$ cat src/rtl/rank_order_scheduler_pkg.sv
// rtl/rank_order_scheduler_pkg.sv - shared frame constants and scheduler state type
package rank_order_pkg;

    localparam int IMAGE_SIZE             = 5;
    localparam int IMAGE_SIZE_BITS        = $clog2(IMAGE_SIZE);
    localparam int PIXEL_MAX_VALUE        = 10;
    localparam int PIXEL_BITS             = $clog2(PIXEL_MAX_VALUE);
    localparam int DEFAULT_SPIKE_GAP      = 2;
    localparam int DEFAULT_TIMEOUT_CYCLES = 256;

    typedef logic [PIXEL_BITS-1:0] pixel_t;
    typedef pixel_t [IMAGE_SIZE-1:0] image_t;

    typedef enum logic [2:0] {
        IDLE,
        START,
        WAIT_SORT,
        EMIT,
        GAP
    } sched_state_t;

endpackage

$ cat src/rtl/rank_order_scheduler_if.sv
// rtl/rank_order_scheduler_if.sv - image, sorter and spike signals of the scheduler
interface rank_order_scheduler_if;
    import rank_order_pkg::*;

    image_t                     img_in;
    logic                       img_valid;
    logic                       img_ready;
    image_t                     sort_image;
    logic                       sort_start;
    logic                       sort_done;
    image_t                     sort_indexes;
    logic                       spike_valid;
    logic                       spike_ready;
    logic [IMAGE_SIZE_BITS-1:0] spike_addr;
    logic                       spike_last;
    logic                       frame_done;
    logic                       err_timeout;

    // slave is the scheduler side; master is the surrounding source/sorter/core
    modport slave (
        input  img_in, img_valid, sort_done, sort_indexes, spike_ready,
        output img_ready, sort_image, sort_start, spike_valid, spike_addr,
               spike_last, frame_done, err_timeout
    );

    modport master (
        output img_in, img_valid, sort_done, sort_indexes, spike_ready,
        input  img_ready, sort_image, sort_start, spike_valid, spike_addr,
               spike_last, frame_done, err_timeout
    );

endinterface

$ cat src/rtl/rank_order_scheduler.sv
// rtl/rank_order_scheduler.sv - sequences image -> sorter -> rank-order spike stream
module rank_order_scheduler
    import rank_order_pkg::*;
#(
    parameter int SPIKE_GAP      = DEFAULT_SPIKE_GAP,
    parameter int TIMEOUT_CYCLES = DEFAULT_TIMEOUT_CYCLES
) (
    input  logic                  CLK,
    input  logic                  RST,
    rank_order_scheduler_if.slave bus
);

    localparam int GAP_W    = (SPIKE_GAP > 0) ? $clog2(SPIKE_GAP + 1) : 1;
    localparam int GAP_LAST = (SPIKE_GAP > 0) ? SPIKE_GAP - 1 : 0;
    localparam int WD_W     = $clog2(TIMEOUT_CYCLES) + 1;
    localparam int IDX_W    = IMAGE_SIZE_BITS + 1;

    localparam logic [IDX_W-1:0] IDX_LAST = IDX_W'(IMAGE_SIZE - 1);
    localparam logic [WD_W-1:0]  WD_LAST  = WD_W'(TIMEOUT_CYCLES - 1);
    localparam logic [GAP_W-1:0] GAP_END  = GAP_W'(GAP_LAST);

    sched_state_t               state, state_n;
    logic [IDX_W-1:0]           idx, idx_n;
    logic [GAP_W-1:0]           gap_cnt, gap_n;
    logic [WD_W-1:0]            wd, wd_n;
    image_t                     idx_buf, buf_n;
    logic                       accept;
    logic                       frame_done_n;
    logic                       err_timeout_n;
    logic [IMAGE_SIZE_BITS-1:0] addr_n;

    always_comb begin
        state_n       = state;
        idx_n         = idx;
        gap_n         = gap_cnt;
        wd_n          = wd;
        buf_n         = idx_buf;
        accept        = 1'b0;
        frame_done_n  = 1'b0;
        err_timeout_n = 1'b0;

        case (state)
            IDLE: begin
                if (bus.img_valid) begin
                    accept  = 1'b1;
                    state_n = START;
                end
            end
            START: begin
                wd_n    = '0;
                state_n = WAIT_SORT;
            end
            WAIT_SORT: begin
                if (wd != '1) begin
                    wd_n = wd + 1'b1;
                end
                // completion takes priority over a coincident watchdog expiry
                if (bus.sort_done) begin
                    buf_n   = bus.sort_indexes;
                    idx_n   = '0;
                    state_n = EMIT;
                end else if (wd == WD_LAST) begin
                    err_timeout_n = 1'b1;
                    state_n       = IDLE;
                end
            end
            EMIT: begin
                if (bus.spike_ready) begin
                    if (idx == IDX_LAST) begin
                        frame_done_n = 1'b1;
                        state_n      = IDLE;
                    end else begin
                        idx_n = idx + 1'b1;
                        if (SPIKE_GAP > 0) begin
                            gap_n   = '0;
                            state_n = GAP;
                        end
                    end
                end
            end
            GAP: begin
                if (gap_cnt == GAP_END) begin
                    state_n = EMIT;
                end else begin
                    gap_n = gap_cnt + 1'b1;
                end
            end
            default: state_n = IDLE;
        endcase

        addr_n = buf_n[idx_n[IMAGE_SIZE_BITS-1:0]][IMAGE_SIZE_BITS-1:0];
    end

    // Outputs are registered from next-state values so they line up with the state they describe.
    always_ff @(posedge CLK or posedge RST) begin
        if (RST) begin
            state           <= IDLE;
            idx             <= '0;
            gap_cnt         <= '0;
            wd              <= '0;
            idx_buf         <= '0;
            bus.sort_image  <= '0;
            bus.img_ready   <= 1'b1;
            bus.sort_start  <= 1'b0;
            bus.spike_valid <= 1'b0;
            bus.spike_addr  <= '0;
            bus.spike_last  <= 1'b0;
            bus.frame_done  <= 1'b0;
            bus.err_timeout <= 1'b0;
        end else begin
            state   <= state_n;
            idx     <= idx_n;
            gap_cnt <= gap_n;
            wd      <= wd_n;
            idx_buf <= buf_n;
            if (accept) begin
                bus.sort_image <= bus.img_in;
            end
            bus.img_ready   <= (state_n == IDLE);
            bus.sort_start  <= (state_n == START);
            bus.spike_valid <= (state_n == EMIT);
            if (state_n == EMIT) begin
                bus.spike_addr <= addr_n;
            end
            bus.spike_last  <= (state_n == EMIT) && (idx_n == IDX_LAST);
            bus.frame_done  <= frame_done_n;
            bus.err_timeout <= err_timeout_n;
        end
    end

endmodule
$ cat src/flat_wrapper.sv
// flat-port wrapper written by rule: the top's interface ports become plain ports
module rank_order_scheduler_flat import rank_order_pkg::*;
#(
    parameter int SPIKE_GAP      = DEFAULT_SPIKE_GAP,
    parameter int TIMEOUT_CYCLES = DEFAULT_TIMEOUT_CYCLES
)
  (CLK, RST, bus_img_in, bus_img_valid, bus_sort_done, bus_sort_indexes, bus_spike_ready, bus_img_ready, bus_sort_image, bus_sort_start, bus_spike_valid, bus_spike_addr, bus_spike_last, bus_frame_done, bus_err_timeout);
  rank_order_scheduler_if bus_i ();
  input  logic CLK;
  input  logic RST;
  input wire logic [$bits(bus_i.img_in)-1:0] bus_img_in;
  input wire logic [$bits(bus_i.img_valid)-1:0] bus_img_valid;
  input wire logic [$bits(bus_i.sort_done)-1:0] bus_sort_done;
  input wire logic [$bits(bus_i.sort_indexes)-1:0] bus_sort_indexes;
  input wire logic [$bits(bus_i.spike_ready)-1:0] bus_spike_ready;
  output wire logic [$bits(bus_i.img_ready)-1:0] bus_img_ready;
  output wire logic [$bits(bus_i.sort_image)-1:0] bus_sort_image;
  output wire logic [$bits(bus_i.sort_start)-1:0] bus_sort_start;
  output wire logic [$bits(bus_i.spike_valid)-1:0] bus_spike_valid;
  output wire logic [$bits(bus_i.spike_addr)-1:0] bus_spike_addr;
  output wire logic [$bits(bus_i.spike_last)-1:0] bus_spike_last;
  output wire logic [$bits(bus_i.frame_done)-1:0] bus_frame_done;
  output wire logic [$bits(bus_i.err_timeout)-1:0] bus_err_timeout;
  assign bus_i.img_in = bus_img_in;
  assign bus_i.img_valid = bus_img_valid;
  assign bus_i.sort_done = bus_sort_done;
  assign bus_i.sort_indexes = bus_sort_indexes;
  assign bus_i.spike_ready = bus_spike_ready;
  assign bus_img_ready = bus_i.img_ready;
  assign bus_sort_image = bus_i.sort_image;
  assign bus_sort_start = bus_i.sort_start;
  assign bus_spike_valid = bus_i.spike_valid;
  assign bus_spike_addr = bus_i.spike_addr;
  assign bus_spike_last = bus_i.spike_last;
  assign bus_frame_done = bus_i.frame_done;
  assign bus_err_timeout = bus_i.err_timeout;
  rank_order_scheduler #(.SPIKE_GAP(SPIKE_GAP), .TIMEOUT_CYCLES(TIMEOUT_CYCLES)) u_core (.CLK(CLK), .RST(RST), .bus(bus_i));
endmodule
$ cat config.mk
export PLATFORM = sky130hd
export DESIGN_NAME = rank_order_scheduler_flat
export DESIGN_NICKNAME = d
export VERILOG_FILES = /design/src/rtl/rank_order_scheduler_pkg.sv /design/src/rtl/rank_order_scheduler_if.sv /design/src/rtl/rank_order_scheduler.sv /design/src/flat_wrapper.sv
export SDC_FILE = /design/constraint.sdc
export NUM_CORES = 1
export LEC_CHECK = 0
export CAP_MARGIN = 25
export CORE_UTILIZATION = 45
export DETAILED_ROUTE_END_ITERATION = 10
export PLACE_DENSITY = 0.74
export SETUP_SLACK_MARGIN = 0.4
export SKIP_CTS_REPAIR_TIMING = 1
export SLEW_MARGIN = 10
export SYNTH_ARGS = -nofsm -noshare
export SYNTH_HDL_FRONTEND = slang
export SYNTH_SLANG_ARGS = --single-unit
$ cat constraint.sdc
create_clock -name CLK -period 2.6 [get_ports CLK]
set_input_delay 0.65 -clock CLK [delete_from_list [all_inputs] [get_ports CLK]]
set_output_delay 0.65 -clock CLK [all_outputs]
set_load 0.01 [all_outputs]
* Word level (Yosys, flattened, before mapping) *
Index checks and enable logic that the tools add are counted.

word-level totals
  bits in registers = 67
  bits in latches = 0
  RAM bits = 0
  ROM bits = 0
  bits of input ports = 45
  output and inout bits = 29
  logic and storage cells = 76
  memories kept = 0

cells by class
  add/sub/neg operators = 3
  multipliers = 0
  divide/modulo/power cells = 0
  magnitude comparators = 1
  equal/unequal tests = 15
  shift-type cells = 0
  mux-type cells = 29
  bitwise operators = 0
  reduce and logical (&&, ||, !) cells = 7

operators by type and width
  kind                 count
  $mux 20              2
  $mux 3               7
  $pmux 9 s2           1
  $pmux 3 s5           1
  $bmux 4 s3           1
  $mux 4               3
  $add 9x1->9 const B  1
  $eq 3x2->1 const B   3
  $eq 9x8->1 const B   1
  $mux 9               1
  $ne 9x9->1 const B   1
  $eq 4x3->1 const B   2
  $mux 1               8
  $pmux 4 s2           1
  $eq 3x1->1 const B   2
  $logic_not 3->1      2
  $mux 2               3
  $ne 2x2->1 const B   3
  $add 4x1->4 const B  1
  $lt 3x4->1 const B   1
  $pmux 2 s2           1
  $reduce_and 4->1     1
  $reduce_bool 2->1    2
  $eq 3x3->1 const B   1
  5 further kinds      5

* Longest topological paths before layout *
  depth in word-level cells = 6
  gate-level depth with buffers = 9
  mapped depth without buffers = 8

* Least setup slack after synthesis *
Ideal clock, no wire load.

  path kind = register -> register
  from = register u_core.wd[0]
  to = register u_core.wd[7]
  setup time = 0.078 ns
  data arrival time = 1.915 ns
  data required time = 2.522 ns
  path slack = 0.608 ns
  stages on the path, launching flop included = 9
  path buffers = 0
  clock period less this slack = 1.992 ns
  cells stage by stage = dfrtp_1 > ha_1 > nand3_1 > nor2_1 > ha_1 > nor4_4 > nand4_2 > or3_1 > a21oi_1

between the ends
  longest elaborated chain between the ends = 3
  elaborated cells between the ends (all ways) = 6
  those cells by class = add/sub: 1; eq/ne: 2; mux: 2; reduce/logical: 1

ends and longest elaborated chain
  what                                            RTL line                                                text
  start: declaration                              rank_order_scheduler.sv:25                              logic [WD_W-1:0] wd, wd_n;
  start signal: assignment                        rank_order_scheduler.sv:114                             wd <= wd_n;
  $add 9x1->9 or $ne 9x9->1 (tied branches)       rank_order_scheduler.sv:55, rank_order_scheduler.sv:54
  $mux 9 or $ne 2x1->1 (tied branches)            n/a
  $pmux 9 s2 or $reduce_and 2->1 (tied branches)  n/a

Several ways; a longest one is shown, not always the timed one. The select of a mux whose other input is x is not followed.
A chain may end at the register's enable or synchronous reset.

* Final worst setup path *
  from = register u_core.wd[4]
  to = register u_core.wd[7]

The elaborated chain is that of the path after synthesis.

==> impl_results.md <==
* Worst Setup Start Kind: register
* Worst stage delay on the critical path at 0.40 ns
* Net Count, Synth at 297
* First-pass GRT wire length at 10.6 mm
* Synth Cell Area at 2940 µm²
* Total die area at 6870 µm²
* Max frequency at 472 MHz
* Syn avg cell area at 12.0 µm²
* Leak at 1.71 nW
* Peak supply drop at 0.582 mV
* Layout cell share with drive strength beyond 1 at 0.262
* Slowest CP cell: dfrtp_1
* Synth Area in Simple Gates at 0.153
* Final ANT Viol Nets at 0
* Worst skew pair latency at 0.34 ns
* Minimum clock period at 2.12 ns
* Seq/Total Area, Yosys at 0.528
* Predominant post-synthesis flop cell: dfrtp_1
* Clock sink total at 62
* Largest family of logic cells by synthesized area: simple AND/OR/NAND/NOR gates
* Flop pwr share at 0.362
* Pin count of the biggest net entering global routing at 63
* Fin. Hold Viols at 0
* CTS tree: yes
* Total track usage at 0.194
* Vias at 2,280
* Xor/xnor share of the synthesized area at 0.0149
* Yosys synthesis warning count at 0
* Layout Utilization at 0.641
* Pre-antenna DRT Iters at 4
* CP endpoint kind: register
* Top cells by area, synth: dfrtp_1 (52%), mux2_2 (14%), ha_1 (2.6%)
* CTS max path bufs at 2
* Area delta synth->final at 37.6%
* Vias per cell at 5.42
* Fill count at 535
* Remaining Overflow, GRT at 0
* Die X at 82.9 µm
* CP Class: register to register
* Crit path DAT at 2.39 ns
* Nets@finish at 391
* Post-synth top area share at 0.519
* Worst Reg-to-Reg Cells at 8
* Clock share of power at 0.154
* List of most frequent post-synthesis cells: dfrtp_1 (61), mux2_2 (36), nand2_1 (14)
* RSZ-0062 raised after global routing: false
* I/O pin count at 74
* Yosys cell types at 49
* Port-buffer cells at 68
* Critical Path Fanout Max at 5
* H-tree level count at 3
* DP Area at 3800 µm²
* Async set-reset flop share out of synthesis at 1.00
* Crit path cell chain: and3_1 > nand2_1 > nor2_1 > ha_2 > nor4_4 > nand4_2 > or3_1 > a21oi_1
* Post-synthesis mux area share at 0.138
* CTS Buf Count at 9
* Setup Skew at 0.00666 ns
* Worst hold stages at 1
* Switch Pwr at 1.48 mW
* Wirelength per Cell at 14.5 µm
* Actual slew at the worst max-slew pin at 0.527 ns
* Initial antenna violation count at 0
* Most frequent cell after synthesis: dfrtp_1
* Starting Density at 0.466
* Outcome: finished clean
* Yosys reg bits at 62
* Antenna Cells at 0
* Post-Syn Instances at 246
* Number of synthesized flops with an enable pin at 0
* Core area at 6310 µm²
* Wirelength, routed at 6.09 mm
* Slew HR at 0.648
* Sw Share at 0.341
* Area leader, netlist: dfrtp_1
* Internal Power at 2.85 mW
* Num rows at 29
* Root buf cell: clkbuf_8
* Setup violators final at 0
* Vias in the first global route at 2,321
* WP data required at 2.86 ns
* PwrDens at 1070 nW/µm²
* Hpwl dp at 4.38 mm
* Type of the worst min-delay path: register to register
* Post-synthesis compound-gate area fraction at 0.0991
* Post-route cell area at 4050 µm²
* Die height at 82.9 µm
* Clock-pin slew on the worst setup and hold paths at 0.06 ns
* Max cap viols at 0
* DR iter-0 viols at 126
* Fin crit share at 0.816
* RePlAce Congestion at 0.832
* Worst hold slack at 0.492 ns
* DR DRC count at 0
* Setup TNS at 0 ns
* Adder-cell share of the synthesized area at 0.0255
* Final Max Slew Viols at 0
* Combinational fraction of design power at 0.484
==> through the flow <==
stage	instances	setup slack (ns)	total power, mW
after floorplan	246	0.410	2.80
after global placement	397	0.108	3.54
after detailed placement	397	0.0511	3.61
after CTS	412	0.361	4.30
after global routing	421	0.348	4.63
final	421	0.480	4.33
==> state kept, by name, indices dropped and copies added, names as in the netlist <==
signal / flops
u_core.bus.sort_image: 20
u_core.idx_buf: 15
u_core.wd: 9
u_core.idx: 4
u_core.bus.spike_addr: 3
u_core.state: 3
u_core.gap_cnt: 2
u_core.bus.err_timeout: 1
u_core.bus.frame_done: 1
u_core.bus.img_ready: 1
u_core.bus.sort_start: 1
u_core.bus.spike_last: 1
u_core.bus.spike_valid: 1
==> worst max-delay path, delay by kind of cell, from the launching register on <==
kind	cells	cell delay [ns]
flip-flops	1	0.40
AND/OR/NAND/NOR	6	1.31
adder cells (fa/ha/maj)	1	0.21
AO/OA/AOI/OAI	1	0.15
==> kinds of logic after synthesis <==
group	after synthesis
xor gates and xnor gates	5
muxes	36
DFF	62
AOI/OAI and AO/OA	42
adders and majority gates	6
and+or+nand+nor	73
buffers and inverters	22
==> power by group through the flow <==
stage	combinational [mW]	clock (mW)	sequential (mW)
floorplan	1.17	0	1.63
global route	2.28	0.729	1.62
finish	2.09	0.668	1.57
detailed placement	2.02	0	1.59
global placement	1.98	0	1.57
CTS	2.03	0.696	1.57
==> placed cells by master, fill, tap and decap left out, drive strengths merged, types with 3 or more instances in the layout <==
cell,instances
and3,4
buf,26
xor2,5
nand4b,5
nor2b,3
clkdlybuf4s50,67
o21ai,12
o31ai,4
clkinv,3
nand3,3
nand2b,5
nand2,14
mux2,36
nor2,10
o21a,3
a21oi,7
or3,3
nor3,7
dfrtp,61
ha,6
clkbuf,13
nand4,7
nor4,4
inv,10
==> cell type report <==
type	count	area (µm²)	share of cell area
clock buffers	13	139	0.0343
clock inverters	2	10.0	0.00247
inverters	11	42.5	0.0105
multi-input cells	162	1310	0.323
flip-flops and latches	62	1550	0.383
well taps	77	96.3	0.0238
repair buffers	94	903	0.223
==> layer usage <==
layer  wire, µm  part of all wire  GRT usage
met4        154             0.025      0.114
met3        341             0.056     0.0447
met1       2770              0.46      0.257
met2       2820              0.46      0.292
met5          0                 0          0
==> path summary, 6_finish.rpt <==
path                                        startpoint                                     to  slack (ns)
min                        u_core.idx_buf[0]$_DFF_PP0_            u_core.idx_buf[0]$_DFF_PP0_        0.49
max                           u_core.wd[4]$_DFFE_PP0P_               u_core.wd[7]$_DFFE_PP0P_        0.48
max in group asynchronous                          RST         u_core.bus.img_ready$_DFF_PP1_        1.60
min in group asynchronous                          RST  u_core.bus.sort_image[13]$_DFFE_PP0P_        0.69
max reg2reg                   u_core.wd[4]$_DFFE_PP0P_               u_core.wd[7]$_DFFE_PP0P_        0.48
min reg2reg                u_core.idx_buf[0]$_DFF_PP0_            u_core.idx_buf[0]$_DFF_PP0_        0.49
Power figures use the tool's default switching activity.
